## src/rtl/serial_alu_ctrl.sv

```systemverilog
// Bit-serial ALU sequencer: feeds operand bits LSB-first to an external 1-bit slice and assembles the result.
// Latency: start accepted at edge N -> done during cycle N+WIDTH+1; one operation in flight, no queuing.
// Backpressure: start is honoured only in IDLE; while busy it is ignored. Optional zero flag under SERIAL_ALU_ZERO_EN.
module serial_alu_ctrl #(
  parameter int WIDTH = 8
) (
  input  logic             clk,
  input  logic             rst,
  input  logic             start,
  input  logic [2:0]       op,
  input  logic [WIDTH-1:0] a_in,
  input  logic [WIDTH-1:0] b_in,
  output logic             busy,
  output logic             done,
  output logic [WIDTH-1:0] result,
  output logic             alu_a,
  output logic             alu_b,
  output logic [2:0]       alu_o,
  input  logic             alu_c
`ifdef SERIAL_ALU_ZERO_EN
  ,
  output logic             zero
`endif
);

  localparam int CW = $clog2(WIDTH) + 1;

  typedef enum logic [1:0] {
    S_IDLE,
    S_RUN,
    S_DONE
  } state_t;

  state_t           state_q;
  state_t           state_d;
  logic [WIDTH-1:0] a_sh;
  logic [WIDTH-1:0] b_sh;
  logic [2:0]       op_q;
  logic [CW-1:0]    cnt;
  logic             last_bit;

  assign last_bit = (cnt == CW'(WIDTH - 1));

  // State register; reset discards any in-flight operation.
  always_ff @(posedge clk) begin
    if (rst) begin
      state_q <= S_IDLE;
    end else begin
      state_q <= state_d;
    end
  end

  // Next-state logic and status/slice outputs; slice inputs are forced low outside RUN.
  always_comb begin
    state_d = state_q;
    busy    = 1'b0;
    done    = 1'b0;
    alu_a   = 1'b0;
    alu_b   = 1'b0;
    alu_o   = 3'b000;
    case (state_q)
      S_IDLE: begin
        if (start) begin
          state_d = S_RUN;
        end
      end
      S_RUN: begin
        busy  = 1'b1;
        alu_a = a_sh[0];
        alu_b = b_sh[0];
        alu_o = op_q;
        if (last_bit) begin
          state_d = S_DONE;
        end
      end
      S_DONE: begin
        busy    = 1'b1;
        done    = 1'b1;
        state_d = S_IDLE;
      end
      default: begin
        state_d = S_IDLE;
      end
    endcase
  end

  // Datapath: capture operands on accepted start, then shift one bit per RUN cycle.
  always_ff @(posedge clk) begin
    if (rst) begin
      a_sh   <= '0;
      b_sh   <= '0;
      op_q   <= 3'b000;
      cnt    <= '0;
      result <= '0;
    end else begin
      case (state_q)
        S_IDLE: begin
          if (start) begin
            a_sh   <= a_in;
            b_sh   <= b_in;
            op_q   <= op;
            cnt    <= '0;
            result <= '0;
          end
        end
        S_RUN: begin
          result <= {alu_c, result[WIDTH-1:1]};
          a_sh   <= a_sh >> 1;
          b_sh   <= b_sh >> 1;
          cnt    <= cnt + CW'(1);
        end
        default: begin
        end
      endcase
    end
  end

`ifdef SERIAL_ALU_ZERO_EN
  logic any_one;

  // Sticky OR of every result bit produced; cleared when a new operation starts.
  always_ff @(posedge clk) begin
    if (rst) begin
      any_one <= 1'b0;
    end else if (state_q == S_IDLE && start) begin
      any_one <= 1'b0;
    end else if (state_q == S_RUN) begin
      any_one <= any_one | alu_c;
    end
  end

  assign zero = ~any_one;
`endif

endmodule

```

## config.mk

```make
export PLATFORM = sky130hd
export DESIGN_NAME = serial_alu_ctrl
export DESIGN_NICKNAME = d
export VERILOG_FILES = /design/src/rtl/serial_alu_ctrl.sv
export SDC_FILE = /design/constraint.sdc
export NUM_CORES = 1
export LEC_CHECK = 0
export CAP_MARGIN = 25
export CORE_ASPECT_RATIO = 0.5
export CORE_MARGIN = 1.5
export CORE_UTILIZATION = 24
export DETAILED_ROUTE_END_ITERATION = 8
export HOLD_SLACK_MARGIN = 0.15
export PLACE_DENSITY_LB_ADDON = 0.25
export SETUP_SLACK_MARGIN = 0.1
export SLEW_MARGIN = 10
export SYNTH_ARGS = -nofsm -noshare
export SYNTH_HDL_FRONTEND = slang
export SYNTH_SLANG_ARGS = --single-unit
```

## constraint.sdc

```tcl
create_clock -name clk -period 1.8 [get_ports clk]
set_input_delay 0.36 -clock clk [delete_from_list [all_inputs] [get_ports clk]]
set_output_delay 0.36 -clock clk [all_outputs]
set_load 0.005 [all_outputs]
```

==> impl_metrics.tcl <==
set metrics [dict create \
    routed_via_density 4.43 \
    hold_start "op_q[0]$_SDFFE_PP0P_" \
    grt_usage_pct 10.8 \
    r2r_start "state_q[1]$_SDFFE_PP0P_" \
    finalWorstSetupSlack_ps 180 \
    port_buffers 37 \
    relSlewSlack_pct 76.4 \
    timing.final.max_slew_violations 0 \
    ios 38 \
    cts_hold_buf 0 \
    ys_top_cells_by_area "dfxtp_1 40%, mux2i_1 13%, a211oi_2 7.5%, a32oi_1 4.7%, nor2_1 4.7%" \
    fillers 701 \
    layout-drive-gt1-share_pct 20.6 \
    setup_viol 0 \
    syn_to_final_growth_pct 41.3 \
    htreeDepth 2 \
    crit_slowest_cell "dfxtp_2" \
    synth_nets 197 \
    r2r_end "result[2]$_SDFFE_PP0P_" \
    grt_pass1_wl_um 6220 \
    die_x_um 121 \
    max_stage_delay_ps 320 \
    synth_flop_cell "dfxtp_1" \
    fin_worst_skew_ps 2.57 \
    worst_pin_slew_ps 353 \
    finalSetupTns_ps 0 \
    wl_per_cell_um 12.3 \
    yosysUniqueCellTypes 32 \
    critPathLaunchType "register" \
    yosysTopAreaCellShare_pct 39.6 \
    finalCritPeriodShare_pct 90.0 \
    dr.first_iter.drc_count 45 \
    rows 21 \
    outcome "finished, final reports clean" \
    reg2reg_depth 7 \
    holdCritPathClass "reg -> reg" \
    ys_warn_count 0 \
    critPathMostFrequentCell "buf_4" \
    arrival_ps 1260 \
    p_per_area_nw_per_um2 1350 \
    die_h_um 62.0 \
    multi_input_area_um2 938 \
    crit_buf_inv 3 \
    max_freq_mhz 617 \
    hold_viol_final 0 \
    synth_edf_count 0 \
    place.gp.congestion 0.662 \
    crit_path_end_kind "primary output" \
    cp.required_ps 1440 \
    power_mw 3.18 \
    ys_seq_area_share_pct 39.6 \
    vias 1355 \
    cts_buffers 5 \
    dp_slack_ps -7.81 \
    dpl.hpwl_um 2540 \
    insertion_delay_ps 270 \
    ant_nets 0 \
    num-nets-final 241 \
    period_needed_ps 1620 \
    hold_ws_ps 453 \
    path_max_fanout 2 \
    grt_max_degree 30 \
    drv_cap 0 \
    core_area_um2 6700 \
    cp_cell_sequence "buf_4 -> buf_4 -> ha_1 -> dlygate4sd2_1" \
    min_to "op_q[0]$_SDFFE_PP0P_" \
    yosys_register_bits 33 \
    path_delay_family "buffers and inverters" \
    rsz0062_at_grt "yes" \
    ctsRootBufferMaster "clkbuf_16" \
    grt_pass1_vias 1401 \
    synthCells 169 \
    clkTransAtPathRegs_ps 50 \
    wl_um 3760 \
    regArea_um2 666 \
    cts.sink_count 33 \
    synthArstFlopShare_pct 0 \
    drc 0 \
    firstDrtPassIters 4 \
    initial_core_util_pct 24.9 \
    p_leak_nw 0.875 \
    overflow 0 \
    worstHoldPathCells 2 \
    n_antenna_cell 0 \
    critPathKind "reg -> out" \
    avgSynthCellArea_um2 9.88 \
    peakVddDrop_mv 0.491 \
    yosys.area.top_type "dfxtp_1" \
    dieArea_um2 7490 \
    reg2reg_slack_ps 210 \
    cts_tree "done" \
    grt_antenna_before_repair 0 \
    syn_area_um2 1670 \
    clock_path_buffers 2 \
]
Yosys cell counts, drive strengths merged, types with 3 or more instances:
cell type	count
a211oi	14
dfxtp	33
mux2i	22
clkbuf	4
a32oi	9
nand2	4
and2	5
nand3	3
ha	5
or2	5
a21oi	10
nand2b	3
nor2	21
nand3b	3
buf	10
metrics by stage:
stage	cells	utilization [%]	cell area [um^2]
CTS	305	35.1	2350
floorplan	169	-	1670
global placement	294	32.0	2140
global route	306	35.2	2360
detailed placement	294	32.0	2140
finish	306	35.2	2360
area by class of cell:
| type | instances | area share [%] |
|---|---|---|
| timing repair buffer | 51 | 19.5 |
| clock buffer | 7 | 6.05 |
| clock inverter | 1 | 1.27 |
| sequential | 33 | 28.2 |
| inverter | 2 | 0.318 |
| tap | 92 | 4.88 |
| multi-input combinational | 120 | 39.8 |
where the power goes:
part / leakage [nW] / internal (mW) / switching [mW]
clock network: 0.0841 / 0.690 / 0.294
logic: 0.520 / 0.573 / 0.629
registers: 0.271 / 0.903 / 0.0954
metal layers:
metal	vias up	global-route usage (%)	wire length, um
met5	-	0	0
met4	0	5.55	50
met3	4	3.28	147
met2	19	19.6	1770
met1	636	12.1	1790
li1	696	-	-
placed cells by master (no fill, tap or decap), types with 9 or more instances in the layout:
cell type,synthesis,final
dfxtp_1,33,31
nor2_1,21,21
mux2i_1,22,21
a21oi_1,10,10
a211oi_2,10,10
clkdlybuf4s50_1,0,30
buf_4,1,12
a32oi_1,9,9
worst max path at each step:
stage	start	endpoint	slack, ps	cells after the start
after floorplan	state_q[0]$_SDFFE_PP0P_	a_sh[0]$_SDFFE_PP0P_	300	6
after global placement	start	cnt[2]$_SDFFE_PP0P_	50	4
after detailed placement	state_q[1]$_SDFFE_PP0P_	cnt[2]$_SDFFE_PP0P_	-8	6
after CTS	state_q[1]$_SDFFE_PP0P_	alu_a	110	5
after global routing	state_q[1]$_SDFFE_PP0P_	b_sh[0]$_SDFFE_PP0P_	70	6
final	state_q[1]$_SDFFE_PP0P_	done	180	4
state kept, by name, indices dropped and copies added (netlist names):
register	flops
state_q	2
b_sh	8
op_q	3
cnt	4
a_sh	8
result	8
cells by family (layout without fill, tap and decap cells):
logic type / count (synthesis) / count (layout) / share of synthesized area [%]
AO/OA/AOI/OAI: 38 / 38 / 19.3
multiplexers: 23 / 23 / 14.1
AND/OR/NAND/NOR: 53 / 53 / 16.9
XOR/XNOR: 1 / 1 / 0.525
buffers and inverters: 16 / 61 / 5.92
flip-flops: 33 / 33 / 39.6
adder cells (fa/ha/maj): 5 / 5 / 3.75
tightest hold or removal path, cell delays in order (launching register included):
cell	delay, ps
dfxtp_1	300
nand2_1	50
a21oi_1	50
timing repair:
action / 4_1_cts / 5_1_grt
resized for setup: 16 / 5
endpoints found under the hold margin: 0 / 0
buffers inserted: 3 / 1
pin swaps: 0 / 0
setup endpoints to repair: 11 / 27
(Power assumes the default switching activity.)
